### src/rtl/keypad_entry_scanner.sv
// 4x4 active-low key matrix scanner with full-scan debounce, one event per press,
// and a 3-digit BCD entry register committed by the Enter key.
module keypad_entry_scanner #(
  parameter int SCAN_BITS      = 11,
  parameter int DEBOUNCE_SCANS = 4
) (
  input  logic        clk,
  input  logic        rst_n,
  input  logic [3:0]  row_in,
  output logic [3:0]  col_out,
  output logic        key_valid,
  output logic [3:0]  key_code,
  output logic [11:0] entry_value,
  output logic        entry_done,
  output logic [11:0] commit_value
);

  typedef enum logic [1:0] {R_NONE, R_SINGLE, R_MULTI} kind_e;

  localparam logic [3:0] DB    = 4'(DEBOUNCE_SCANS);
  localparam logic [3:0] K_CLR = 4'hC;
  localparam logic [3:0] K_ENT = 4'hE;

  logic [3:0]           row_m_q, row_s_q;
  logic [SCAN_BITS-1:0] dwell_q;
  logic [1:0]           ci_q;
  logic [1:0]           acc_n_q;   // low rows seen this scan, saturating at 2
  logic [3:0]           acc_k_q;
  kind_e                prev_kind_q, stab_kind_q;
  logic [3:0]           prev_key_q, stab_key_q;
  logic [3:0]           stab_cnt_q;

  logic                 tc, scan_end, same;
  logic [2:0]           col_n, sum;
  logic [1:0]           col_r, acc_n_d;
  logic [3:0]           acc_k_d, res_key, cnt_d;
  kind_e                res_kind;

  assign col_out  = ~(4'b0001 << ci_q);
  assign tc       = &dwell_q;
  assign scan_end = tc && (ci_q == 2'd3);

  always_comb begin
    col_n = 3'd0;
    col_r = 2'd0;
    for (int r = 3; r >= 0; r--) begin
      if (!row_s_q[r]) begin
        col_n = col_n + 3'd1;
        col_r = 2'(r);
      end
    end
    sum      = {1'b0, acc_n_q} + col_n;
    acc_n_d  = (sum >= 3'd2) ? 2'd2 : sum[1:0];
    acc_k_d  = (acc_n_q == 2'd0 && col_n != 3'd0) ? {col_r, ci_q} : acc_k_q;
    res_kind = (acc_n_d == 2'd0) ? R_NONE : (acc_n_d == 2'd1) ? R_SINGLE : R_MULTI;
    // Key index only distinguishes SINGLE results; keep it zero otherwise so compare is exact
    res_key  = (res_kind == R_SINGLE) ? acc_k_d : 4'd0;
    same     = (res_kind == prev_kind_q) && (res_key == prev_key_q);
    cnt_d    = !same ? 4'd1 : (stab_cnt_q < DB) ? stab_cnt_q + 4'd1 : stab_cnt_q;
  end

  always_ff @(posedge clk or negedge rst_n) begin
    if (!rst_n) begin
      row_m_q      <= '0;
      row_s_q      <= '0;
      dwell_q      <= '0;
      ci_q         <= '0;
      acc_n_q      <= '0;
      acc_k_q      <= '0;
      prev_kind_q  <= R_NONE;
      prev_key_q   <= '0;
      stab_cnt_q   <= '0;
      stab_kind_q  <= R_NONE;
      stab_key_q   <= '0;
      key_valid    <= 1'b0;
      key_code     <= '0;
      entry_value  <= '0;
      entry_done   <= 1'b0;
      commit_value <= '0;
    end else begin
      key_valid  <= 1'b0;
      entry_done <= 1'b0;
      row_m_q    <= row_in;
      row_s_q    <= row_m_q;
      dwell_q    <= dwell_q + 1'b1;
      if (tc) begin
        ci_q <= ci_q + 2'd1;
        if (scan_end) begin
          acc_n_q     <= '0;
          acc_k_q     <= '0;
          prev_kind_q <= res_kind;
          prev_key_q  <= res_key;
          stab_cnt_q  <= cnt_d;
          if (cnt_d == DB) begin
            stab_kind_q <= res_kind;
            stab_key_q  <= res_key;
            // Only a release-to-single-press edge produces an event
            if (stab_kind_q == R_NONE && res_kind == R_SINGLE) begin
              key_valid <= 1'b1;
              key_code  <= res_key;
            end
          end
        end else begin
          acc_n_q <= acc_n_d;
          acc_k_q <= acc_k_d;
        end
      end
      if (key_valid) begin
        if (key_code <= 4'd9) begin
          entry_value <= {entry_value[7:0], key_code};
        end else if (key_code == K_CLR) begin
          entry_value <= '0;
        end else if (key_code == K_ENT) begin
          commit_value <= entry_value;
          entry_done   <= 1'b1;
          entry_value  <= '0;
        end
      end
    end
  end

endmodule

### config.mk
export PLATFORM = sky130hd
export DESIGN_NAME = keypad_entry_scanner
export DESIGN_NICKNAME = d
export VERILOG_FILES = /design/src/rtl/keypad_entry_scanner.sv
export SDC_FILE = /design/constraint.sdc
export NUM_CORES = 1
export LEC_CHECK = 0
export ABC_AREA = 1
export CAP_MARGIN = 0
export CORE_ASPECT_RATIO = 1.2
export CORE_MARGIN = 4
export CORE_UTILIZATION = 30
export DETAILED_ROUTE_END_ITERATION = 7
export GPL_TIMING_DRIVEN = 0
export PLACE_DENSITY_LB_ADDON = 0.3
export SYNTH_ARGS = -nofsm -noshare
export SYNTH_HDL_FRONTEND = slang
export SYNTH_SLANG_ARGS = --single-unit
### constraint.sdc
create_clock -name clk -period 8.9 [get_ports clk]
set_clock_uncertainty 0.05 [all_clocks]
set_input_delay 1.78 -clock clk [delete_from_list [all_inputs] [get_ports clk]]
set_output_delay 1.78 -clock clk [all_outputs]
set_load 0.02 [all_outputs]
==> flow_summary.toml <==
[setup_path]
crit_chain = "inv_1, ha_1, inv_1, nand2_1, nand2_1, ha_1, or2_2, nand2_1, inv_1, fa_1, inv_1, nand3_4, nor2_4, buf_6, nand3_4, nand2_2, nand3_1, nor2_1, nand3_2, nor2_4, nand3_1, nand2_1, inv_1"
critical-path-max-stage-delay_ps = 440
most_common_cell_type_on_the_critical_path = "sky130_fd_sc_hd__inv_1"
worst_path_max_delay_cell = "sky130_fd_sc_hd__fa_1"
crit_type = "flip-flop to flip-flop"
worst-endpoint-arrival_ps = 4010
timing.critical_path.from_type = "flip-flop"
crit_required_ps = 9080
critical_path.max_fanout = 10
setup.worst_path.end_class = "flip-flop"

[grt]
global_route.usage.total_pct = 11.39
maximum_number_of_pins_on_one_net_before_global_route_repair = 70
grt_antenna_before_repair = 0
grt_first_pass_wirelength_um = 12410
global_route.overflow_total = 0
grt_pass1_vias = 2680

[power_and_ir_drop]
pwr-share-clk_pct = 49.7
switching_share_pct = 23.72
power.share.sequential_pct = 43.3
power.net_switching_w = 0.0001735
power.combinational.fraction_pct = 6.9
cellInternalPower_w = 0.0005579
power.density_cell_area_nw_per_um2 = 171.8
static-leakage-power_nw = 2.008
worst_ir_drop_vdd_uv = 119.4

[layout]
post_synthesis_to_final_layout_area_growth_pct = 25.35
antenna_cells_inserted = 0
post-route-cell-area_um2 = 4257
post_route_cells_drive_above_1_share_pct = 10.34
post_layout_net_count = 449
post-route-util_pct = 38.57

[outcome]
status = "completed"

[detailed_routing]
wl_per_cell_um = 11.92
drt-initial-drc-count = 121
antenna_violating_nets_post_route = 0
drc = 0
detailroute.via_count = 2607
via_per_inst = 4.598
wirelength_um = 6759
drt_pass1_iterations = 4

[synthesis]
synth_common_cells = "sky130_fd_sc_hd__nand2_1 (79), sky130_fd_sc_hd__dfrtp_1 (69), sky130_fd_sc_hd__inv_1 (63)"
synth_edf_count = 0
synth.most_common_cell = "sky130_fd_sc_hd__nand2_1"
yosysTopAreaCellShare_pct = 50.85
synth.yosys.warnings = 0
syn-cell-area_um2 = 3396
synth_cell_types = 32
synth.area.top_cells = "sky130_fd_sc_hd__dfrtp_1 (51%), sky130_fd_sc_hd__nand2_1 (8.7%), sky130_fd_sc_hd__inv_1 (7.0%)"
ffs_w_async_s_r_synth_pct = 100.0
synth_top_area_cell = "sky130_fd_sc_hd__dfrtp_1"
synth_sequential_area_ratio_pct = 50.85
netlist_instances = 380
mappedNetlistNets = 399
most_frequently_used_flop_master_after_synthesis = "sky130_fd_sc_hd__dfrtp_1"
post_synth.cell_area_avg_um2 = 8.936
ys_ff_latch = 69

[timing]
finalWorstPathRequiredPeriod_ps = 3830
setup_viol_count_final = 0
max_slew.worst_pin.slew_ps = 856.1
final.setup.worst_slack_ps = 5070
report.final.slew_viol_count = 0
fmaxAchievable_mhz = 261.1
slew-limit-headroom_pct = 42.93
final.setup.tns_ps = 0
final.period_utilization_pct = 43.04
rsz0062_at_grt = "no"
final-hold-violation-count = 0

[place]
place_hpwl_um = 5029
io_buffer_count = 39
routabilityCongestion = 0.7939
preCtsSetupSlack_ps = 5050
place_area_um2 = 3949

[clock_tree]
post_cts_hold_buffer_count = 0
post-cts-setup-buffer-count = 0
clock_tree.root_cell = "sky130_fd_sc_hd__clkbuf_16"
worst_skew_pair.late_latency_ps = 330
longest_clk_path_bufs = 2
path_clk_slew_ps = 60
clock_sink_count = 69
ctsHtreeMaxLevel = 3
tritoncts.num_buffers = 9
cts_resized = 0
tritoncts_clock_tree = "yes"

[worst_hold_path]
worst_hold_path_type = "flip-flop to flip-flop"

[floorplanning]
width_of_the_chip_um = 105.1
io_pins = 40
floorplan.die_area_um2 = 13090
floorplan.initialDensity_pct = 30.77
floorplan.core_area_um2 = 11040
row_count = 42
vertical_die_dimension_um = 124.5

[run]
maxCapViolations = 0
## routing by layer
layer	part of all wire, %	GRT usage [%]
met1	46	13.95
met2	47	18.66
met3	6.0	3.733
met4	1.5	4.170
met5	0	0
## cells in the final DEF (no fill, tap or decap), types with 2 or more instances in the layout
cell type and instances:
sky130_fd_sc_hd__a21oi_1 2, sky130_fd_sc_hd__clkbuf_1 5, sky130_fd_sc_hd__clkbuf_16 9, sky130_fd_sc_hd__clkdlybuf4s50_1 38, sky130_fd_sc_hd__dfrtp_1 69, sky130_fd_sc_hd__ha_1 12, sky130_fd_sc_hd__inv_1 63, sky130_fd_sc_hd__inv_2 2
sky130_fd_sc_hd__inv_6 2, sky130_fd_sc_hd__nand2_1 79, sky130_fd_sc_hd__nand2_2 3, sky130_fd_sc_hd__nand2_4 4, sky130_fd_sc_hd__nand3_1 46, sky130_fd_sc_hd__nand3_2 4, sky130_fd_sc_hd__nand3_4 4, sky130_fd_sc_hd__nand3b_1 2
sky130_fd_sc_hd__nand4_1 3, sky130_fd_sc_hd__nand4_2 2, sky130_fd_sc_hd__nor2_1 13, sky130_fd_sc_hd__nor2_2 3, sky130_fd_sc_hd__nor2_4 2, sky130_fd_sc_hd__nor3_1 2, sky130_fd_sc_hd__o21ai_0 38, sky130_fd_sc_hd__o22ai_1 2
sky130_fd_sc_hd__xnor2_1 4, sky130_fd_sc_hd__xor2_1 7
## cell families after synthesis
logic type	Yosys count	share of synthesized area (%)
xor gates and xnor gates	11	2.837
DFF	69	50.85
and+or+nand+nor	171	26.46
adders and majority gates	13	5.011
AOI/OAI and AO/OA	44	6.669
buffers and inverters	72	8.180
## worst max-delay path, delay by kind of cell, from the launching register on
family                     cells  cell delay [ps]
and+or+nand+nor               14             1600
buffers and inverters          6              550
DFF                            1              400
adders and majority gates      3             1090
## final timing paths
check / start / endpoint / slack, ps / depth (start not counted)
max: row_s_q[2]$_DFF_PN0_ / key_code[3]$_DFFE_PN0P_ / 5070 / 23
min: row_m_q[0]$_DFF_PN0_ / row_s_q[0]$_DFF_PN0_ / 300 / 0
max reg2reg: row_s_q[2]$_DFF_PN0_ / key_code[3]$_DFFE_PN0P_ / 5070 / 23
min reg2reg: row_m_q[0]$_DFF_PN0_ / row_s_q[0]$_DFF_PN0_ / 300 / 0
max in group asynchronous: rst_n / prev_key_q[0]$_DFFE_PN0P_ / 6740 / 1
min in group asynchronous: rst_n / entry_value[11]$_DFFE_PN0P_ / 1520 / 1
## cell type report
type / count / area [µm²]
clock inverter: 6 / 68.82
timing repair buffer: 39 / 387.9
fill: 1134 / 6779
sequential: 69 / 1727
buffer: 6 / 30.03
clock buffer: 10 / 239.0
multi-input combinational: 239 / 1391
tap: 132 / 165.2
inverter: 66 / 247.7
## registers in the layout (all words and copies together) (netlist names)
register and count:
row_s_q 4, entry_value 12, key_code 4, key_valid 1, prev_key_q 4, dwell_q 11
entry_done 1, stab_kind_q 2, ci_q 2, acc_k_q 4, row_m_q 4, acc_n_q 2
prev_kind_q 2, commit_value 12, stab_cnt_q 4
## power groups by stage
stage	sequential [W]	clock [W]	combinational, W
4_1_cts	0.000317	0.000375	0.0000518
3_5_place_dp	0.000323	0	0.0000517
6_report	0.000317	0.000364	0.0000505
5_1_grt	0.000317	0.000390	0.0000582
3_3_place_gp	0.000323	0	0.0000507
2_1_floorplan	0.000322	0	0.0000357
## through the flow
step | total power [W] | hold slack (ps) | instances
final | 0.0007314 | 299.2 | 567
after global routing | 0.0007654 | 304.6 | 567
after CTS | 0.0007434 | 302.5 | 567
after detailed placement | 0.0003744 | 285.8 | 551
after global placement | 0.0003734 | 285.1 | 551
after floorplan | 0.0003581 | 281.2 | 380
Note: power is estimated with default switching activity, not from simulation.
